--- src/rtl/audio_dac_pkg.sv ---
// Shared constants and helpers for the audio DAC modulator.
// Mode encodings and frame length derivation.
package audio_dac_pkg;

   localparam logic MODE_PWM = 1'b0;
   localparam logic MODE_SD  = 1'b1;

   function automatic int frame_len(input int width);
      return 1 << width;
   endfunction

endpackage

--- src/rtl/audio_dac_if.sv ---
// Sample handshake bundle between a sample source and the modulator.
// Channel k occupies sample_in[k*WIDTH +: WIDTH].
interface audio_dac_if #(
   parameter int WIDTH    = 8,
   parameter int CHANNELS = 1
);

   logic [CHANNELS*WIDTH-1:0] sample_in;
   logic                      sample_valid;
   logic                      sample_ready;

   modport master (
      output sample_in,
      output sample_valid,
      input  sample_ready
   );

   modport slave (
      input  sample_in,
      input  sample_valid,
      output sample_ready
   );

endinterface

--- src/rtl/audio_dac_mod_chan.sv ---
// One modulator channel: active sample, sigma-delta accumulator
// and registered 1-bit output.
module dac_chan_mod
   import audio_dac_pkg::*;
#(
   parameter int WIDTH = 8
) (
   input  logic             clk_in,
   input  logic             sys_rst,
   input  logic             load,
   input  logic             clr,
   input  logic             mode,
   input  logic [WIDTH-1:0] cnt,
   input  logic [WIDTH-1:0] hold,
   output logic             dac
);

   logic [WIDTH-1:0] active;
   logic [WIDTH-1:0] acc;
   logic [WIDTH:0]   sum;

   assign sum = {1'b0, acc} + {1'b0, active};

   always_ff @(posedge clk_in) begin
      if (sys_rst) begin
         active <= '0;
         acc    <= '0;
         dac    <= 1'b0;
      end else begin
         if (load)
            active <= hold;
         // accumulator holds its value while in PWM mode
         if (clr)
            acc <= '0;
         else if (mode == MODE_SD)
            acc <= sum[WIDTH-1:0];
         if (mode == MODE_SD)
            dac <= sum[WIDTH];
         else
            dac <= (cnt < active);
      end
   end

endmodule

--- src/rtl/audio_dac_mod.sv ---
// Multi-channel PWM / sigma-delta audio DAC modulator with a
// double-buffered sample path and underrun reporting.
module audio_dac_mod
   import audio_dac_pkg::*;
#(
   parameter int WIDTH    = 8,
   parameter int CHANNELS = 1
) (
   input  logic                clk_in,
   input  logic                sys_rst,
   input  logic                mode_sd,
   audio_dac_if.slave          smp,
   output logic [CHANNELS-1:0] dac_out,
   output logic                frame_strobe,
   output logic                underrun
);

   localparam int FRAME = frame_len(WIDTH);
   localparam logic [WIDTH-1:0] CNT_MAX = WIDTH'(FRAME - 1);

   logic [WIDTH-1:0]          cnt;
   logic [CHANNELS*WIDTH-1:0] hold;
   logic                      hold_full;
   logic                      mode_q;
   logic                      frame_end;
   logic                      accept;
   logic                      load;
   logic                      clr;

   assign frame_end        = (cnt == CNT_MAX);
   assign smp.sample_ready = ~hold_full & ~sys_rst;
   assign accept           = smp.sample_valid & smp.sample_ready;
   assign load             = frame_end & hold_full;
   assign clr              = frame_end & (mode_sd != mode_q);

   always_ff @(posedge clk_in) begin
      if (sys_rst) begin
         cnt          <= '0;
         hold         <= '0;
         hold_full    <= 1'b0;
         mode_q       <= MODE_PWM;
         frame_strobe <= 1'b0;
         underrun     <= 1'b0;
      end else begin
         cnt          <= cnt + 1'b1;
         frame_strobe <= frame_end;
         underrun     <= frame_end & ~hold_full;
         if (frame_end)
            mode_q <= mode_sd;
         // a sample taken on the frame-end cycle waits a full frame
         if (accept) begin
            hold      <= smp.sample_in;
            hold_full <= 1'b1;
         end else if (load) begin
            hold_full <= 1'b0;
         end
      end
   end

   for (genvar k = 0; k < CHANNELS; k++) begin : g_chan
      dac_chan_mod #(
         .WIDTH(WIDTH)
      ) u_chan (
         .clk_in (clk_in),
         .sys_rst(sys_rst),
         .load   (load),
         .clr    (clr),
         .mode   (mode_q),
         .cnt    (cnt),
         .hold   (hold[k*WIDTH +: WIDTH]),
         .dac    (dac_out[k])
      );
   end

endmodule

--- src/flat_wrapper.sv ---
// flat-port wrapper written by rule: the top's interface ports become plain ports
module audio_dac_mod_flat import audio_dac_pkg::*;
#(
   parameter int WIDTH    = 8,
   parameter int CHANNELS = 1
)
  (clk_in, sys_rst, mode_sd, dac_out, frame_strobe, underrun, smp_sample_in, smp_sample_valid, smp_sample_ready);
  audio_dac_if #(.WIDTH(WIDTH), .CHANNELS(CHANNELS)) smp_i ();
  input  logic clk_in;
  input  logic sys_rst;
  input  logic mode_sd;
  output logic [CHANNELS-1:0] dac_out;
  output logic frame_strobe;
  output logic underrun;
  input wire logic [$bits(smp_i.sample_in)-1:0] smp_sample_in;
  input wire logic [$bits(smp_i.sample_valid)-1:0] smp_sample_valid;
  output wire logic [$bits(smp_i.sample_ready)-1:0] smp_sample_ready;
  assign smp_i.sample_in = smp_sample_in;
  assign smp_i.sample_valid = smp_sample_valid;
  assign smp_sample_ready = smp_i.sample_ready;
  audio_dac_mod #(.WIDTH(WIDTH), .CHANNELS(CHANNELS)) u_core (.clk_in(clk_in), .sys_rst(sys_rst), .mode_sd(mode_sd), .smp(smp_i), .dac_out(dac_out), .frame_strobe(frame_strobe), .underrun(underrun));
endmodule
--- config.mk ---
export PLATFORM = sky130hd
export DESIGN_NAME = audio_dac_mod_flat
export DESIGN_NICKNAME = d
export VERILOG_FILES = /design/src/rtl/audio_dac_pkg.sv /design/src/rtl/audio_dac_if.sv /design/src/rtl/audio_dac_mod_chan.sv /design/src/rtl/audio_dac_mod.sv /design/src/flat_wrapper.sv
export SDC_FILE = /design/constraint.sdc
export NUM_CORES = 1
export LEC_CHECK = 0
export ABC_AREA = 1
export CAP_MARGIN = 40
export CORE_UTILIZATION = 30
export DETAILED_ROUTE_END_ITERATION = 10
export DONT_BUFFER_PORTS = 1
export SLEW_MARGIN = 20
export SYNTH_ARGS = -nofsm -noshare
export SYNTH_HDL_FRONTEND = slang
export SYNTH_SLANG_ARGS = --single-unit
export TNS_END_PERCENT = 5
--- constraint.sdc ---
create_clock -name clk_in -period 1.6 [get_ports clk_in]
set_input_delay 0.16 -clock clk_in [delete_from_list [all_inputs] [get_ports clk_in]]
set_output_delay 0.16 -clock clk_in [all_outputs]
set_load 0.02 [all_outputs]
==> results.yml <==
logic_synthesis:
  synth-edff-count: 0
  async_flop_share_pct: 0
  yosysSeqAreaShare_pct: 38.24
  yosys_warnings: 0
  yosysUniqueCellTypes: 27
  synthesis.area_um2: 1937
  synth_seq_cells: 37
  synth_top_area_share_pct: 38.24
  synthCells: 271
  synth_most_common_cell: "nand2_1"
  netlist_top_cells_area: "dfxtp_1 (38%), nand2_1 (14%), ha_1 (10%)"
  yosysTopAreaCell: "dfxtp_1"
  synthesis.area_per_instance_um2: 7.147
  synth_fp_nets: 300
  yosys-top-cells-count: "nand2_1 (71), inv_1 (38), dfxtp_1 (37)"
  yosys_most_used_dff: "dfxtp_1"
power:
  pwr-share-comb_pct: 6.0
  p_sw_share_pct: 24.19
  power.density_nw_per_um2: 734.7
  p_int_mw: 1.294
  p_sw_mw: 0.4129
  p_leak_nw: 1.041
  clkPwrFrac_pct: 37.6
  p_seq_share_pct: 56.4
  ir_drop_v: 0.0003880
clocking:
  cts_made_buffers: 5
  clock_path_buffers: 2
  htree_levels: 2
  clk_latency_ns: 0.29
  clk_pin_slew_ns: 0.07
  root_buffer: "clkbuf_8"
  cts.sinks: 37
  cts_tree: "built"
placement:
  post-dp-hpwl_um: 2789
  gp_congestion: 0.7967
  pre_cts_ws_ns: -0.005139
  io_buffers: 0
floorplan:
  die_area_um2: 6782
  fp.dieW_um: 82.35
  start_util_pct: 31.96
  ios: 16
  core_um2: 6061
  num_rows: 28
  die_h_um: 82.35
routing:
  first_iter_violations: 77
  drt-total-wl_um: 3820
  wl_per_cell_um: 10.32
  first_pass_iters: 4
  vias_per_cell: 4.435
  drc: 0
  routed-via-count: 1641
  route.antenna.remaining_nets: 0
global_routing:
  grtUsageTotal_pct: 12.83
  grt_max_degree: 17
  grt_pass1_wl_um: 6513
  grt_pass1_vias: 1504
  antenna_found_initial: 0
  grt_overflow_total: 0
timing:
  slew_violations: 0
  rsz0062_at_grt: "false"
  hold_viol_final: 0
  slew_headroom_pct: 68.40
  fin_crit_sh_pct: 94.55
  tightest_slew_ns: 0.4725
  fin_crit_ns: 1.513
  fin_ws_ns: 0.08719
  setup_viol: 0
  finClkSkew_ns: 0.003236
  fmax_mhz: 661.0
layout:
  n_antenna_cell: 0
  fillers: 643
  seq_area_um2: 743.2
  multi_input_area_um2: 1059
  fin_nets: 323
  post-route-util_pct: 38.34
  synthToLayoutAreaGrowth_pct: 19.96
  drive_gt1_share_pct: 14.58
min_path:
  hold_path.startpoint: "smp_sample_valid"
  min_path_type: "in -> reg"
  hold_path_depth: 2
  hold-path-endpoint: "u_core.hold_full"
critical_path:
  cp_max_fo: 4
  ff2ff_setup_slack_ns: 0.09
  r2r-end: "u_core.g_chan[0].u_chan.acc[6]"
  cp-start-kind: "flip-flop"
  r2r-start: "u_core.g_chan[0].u_chan.acc[0]"
  critical_path_class: "reg -> reg"
  cp.required_ns: 1.79
  cp-end-kind: "flip-flop"
  critical_path_arrival_ns: 1.71
  r2r_cells: 11
run_status:
  status: "finished, final reports clean"
job:
  maxCapViolCount: 0
timing repair:
action / in CTS / in global routing
gates resized for setup: 1 / 15
pin swaps: 0 / 4
hold endpoints to repair: 15 / 0
buffers inserted: 0 / 3
hold buffers: 9 / 0
setup endpoints to repair: 2 / 5
gates cloned: 0 / 0
cells in the final DEF, fill, tap and decap left out:
| cell type | n |
|---|---|
| nor2_2 | 1 |
| clkbuf_1 | 1 |
| or2_2 | 2 |
| nand3b_1 | 1 |
| nand3_1 | 11 |
| inv_2 | 4 |
| nand3_2 | 3 |
| nand2_1 | 67 |
| dfxtp_2 | 2 |
| nor3_1 | 3 |
| a31oi_1 | 1 |
| a21o_1 | 2 |
| a21oi_1 | 20 |
| nand4_1 | 1 |
| nor2_1 | 24 |
| nand2_4 | 1 |
| clkinv_2 | 2 |
| ha_1 | 15 |
| nor3_4 | 2 |
| ha_4 | 1 |
| nand2_2 | 3 |
| fa_2 | 1 |
| o21ai_2 | 1 |
| o21ai_1 | 1 |
| dfxtp_1 | 35 |
| nand3_4 | 1 |
| o21ai_0 | 22 |
| clkbuf_8 | 5 |
| xor2_1 | 2 |
| buf_4 | 14 |
| dlygate4sd3_1 | 9 |
| inv_1 | 36 |
| nor4_1 | 1 |
stage by stage:
step | setup TNS (ns) | power (mW) | area, um2 | std cells | hold WS [ns]
after CTS | 0 | 1.730 | 2248 | 367 | 0.03243
after global placement | 0 | 1.066 | 2073 | 350 | 0.2289
after detailed placement | -0.005139 | 1.068 | 2073 | 350 | 0.2300
final | 0 | 1.707 | 2323 | 370 | 0.04206
after global routing | 0 | 1.799 | 2323 | 370 | 0.08420
after floorplan | 0 | 1.048 | 1937 | 271 | 0.2727
metal layers:
layer  track usage (%)  up-vias  share of wire [%]  routed length [um]
li1                  -      908                  -                   -
met4             4.912        0               0.97                  37
met2             21.16       19                 44                1680
met5                 0        -                  0                   0
met1             15.73      710                 52                1978
met3             3.626        4                3.2                 124
worst max-delay path, stage by stage, from the launching register on:
cell,delay (ns)
dfxtp_2,0.35
ha_4,0.14
inv_2,0.04
fa_2,0.37
inv_2,0.06
nand2_2,0.05
nand2_4,0.07
nand3_2,0.08
nand3_2,0.08
nand3_2,0.07
nand2_1,0.07
inv_1,0.04
flip-flops by register name, summed over array words and instances (netlist names):
signal and cells:
u_core.g_chan.u_chan.acc 8, u_core.g_chan.u_chan.dac 1, u_core.underrun 1, u_core.frame_strobe 1, u_core.g_chan.u_chan.active 8, u_core.hold 8
u_core.mode_q 1, u_core.cnt 8, u_core.hold_full 1
worst max-delay path by stage:
stage	start	endpoint	slack [ns]	depth (start not counted)
global placement	u_core.g_chan[0].u_chan.active[0]	u_core.g_chan[0].u_chan.dac	0.04	10
floorplan	u_core.g_chan[0].u_chan.active[0]	u_core.g_chan[0].u_chan.acc[6]	0.04	11
global route	u_core.g_chan[0].u_chan.acc[0]	u_core.g_chan[0].u_chan.acc[6]	0.003	11
CTS	u_core.g_chan[0].u_chan.active[0]	u_core.g_chan[0].u_chan.dac	0.009	10
detailed placement	u_core.g_chan[0].u_chan.active[0]	u_core.g_chan[0].u_chan.acc[6]	-0.005	11
finish	u_core.g_chan[0].u_chan.acc[0]	u_core.g_chan[0].u_chan.acc[6]	0.09	11
power groups by stage:
stage | Sequential (mW) | Combinational, mW | Clock [mW]
detailed placement | 0.984 | 0.0832 | 0
floorplan | 0.982 | 0.0658 | 0
global route | 0.967 | 0.120 | 0.712
finish | 0.963 | 0.103 | 0.641
CTS | 0.963 | 0.104 | 0.663
global placement | 0.984 | 0.0823 | 0
cells by family (layout without fill, tap and decap cells):
group / Yosys count / in the layout / share of synthesized area [%]
buf+inv: 47 / 71 / 9.819
compound gates: 47 / 47 / 12.66
fa+ha+maj: 17 / 17 / 11.37
flops: 37 / 37 / 38.24
simple gates: 121 / 121 / 27.00
xor+xnor: 2 / 2 / 0.9046
area by class of cell:
type / instances / area share, %
Sequential cell: 37 / 31.99
Timing Repair Buffer: 23 / 8.401
Clock buffer: 6 / 3.123
Multi-Input combinational cell: 187 / 45.56
Tap cell: 75 / 4.039
Inverter: 40 / 6.462
Clock inverter: 2 / 0.4308
No activity file was read; power rests on OpenSTA's default activity.
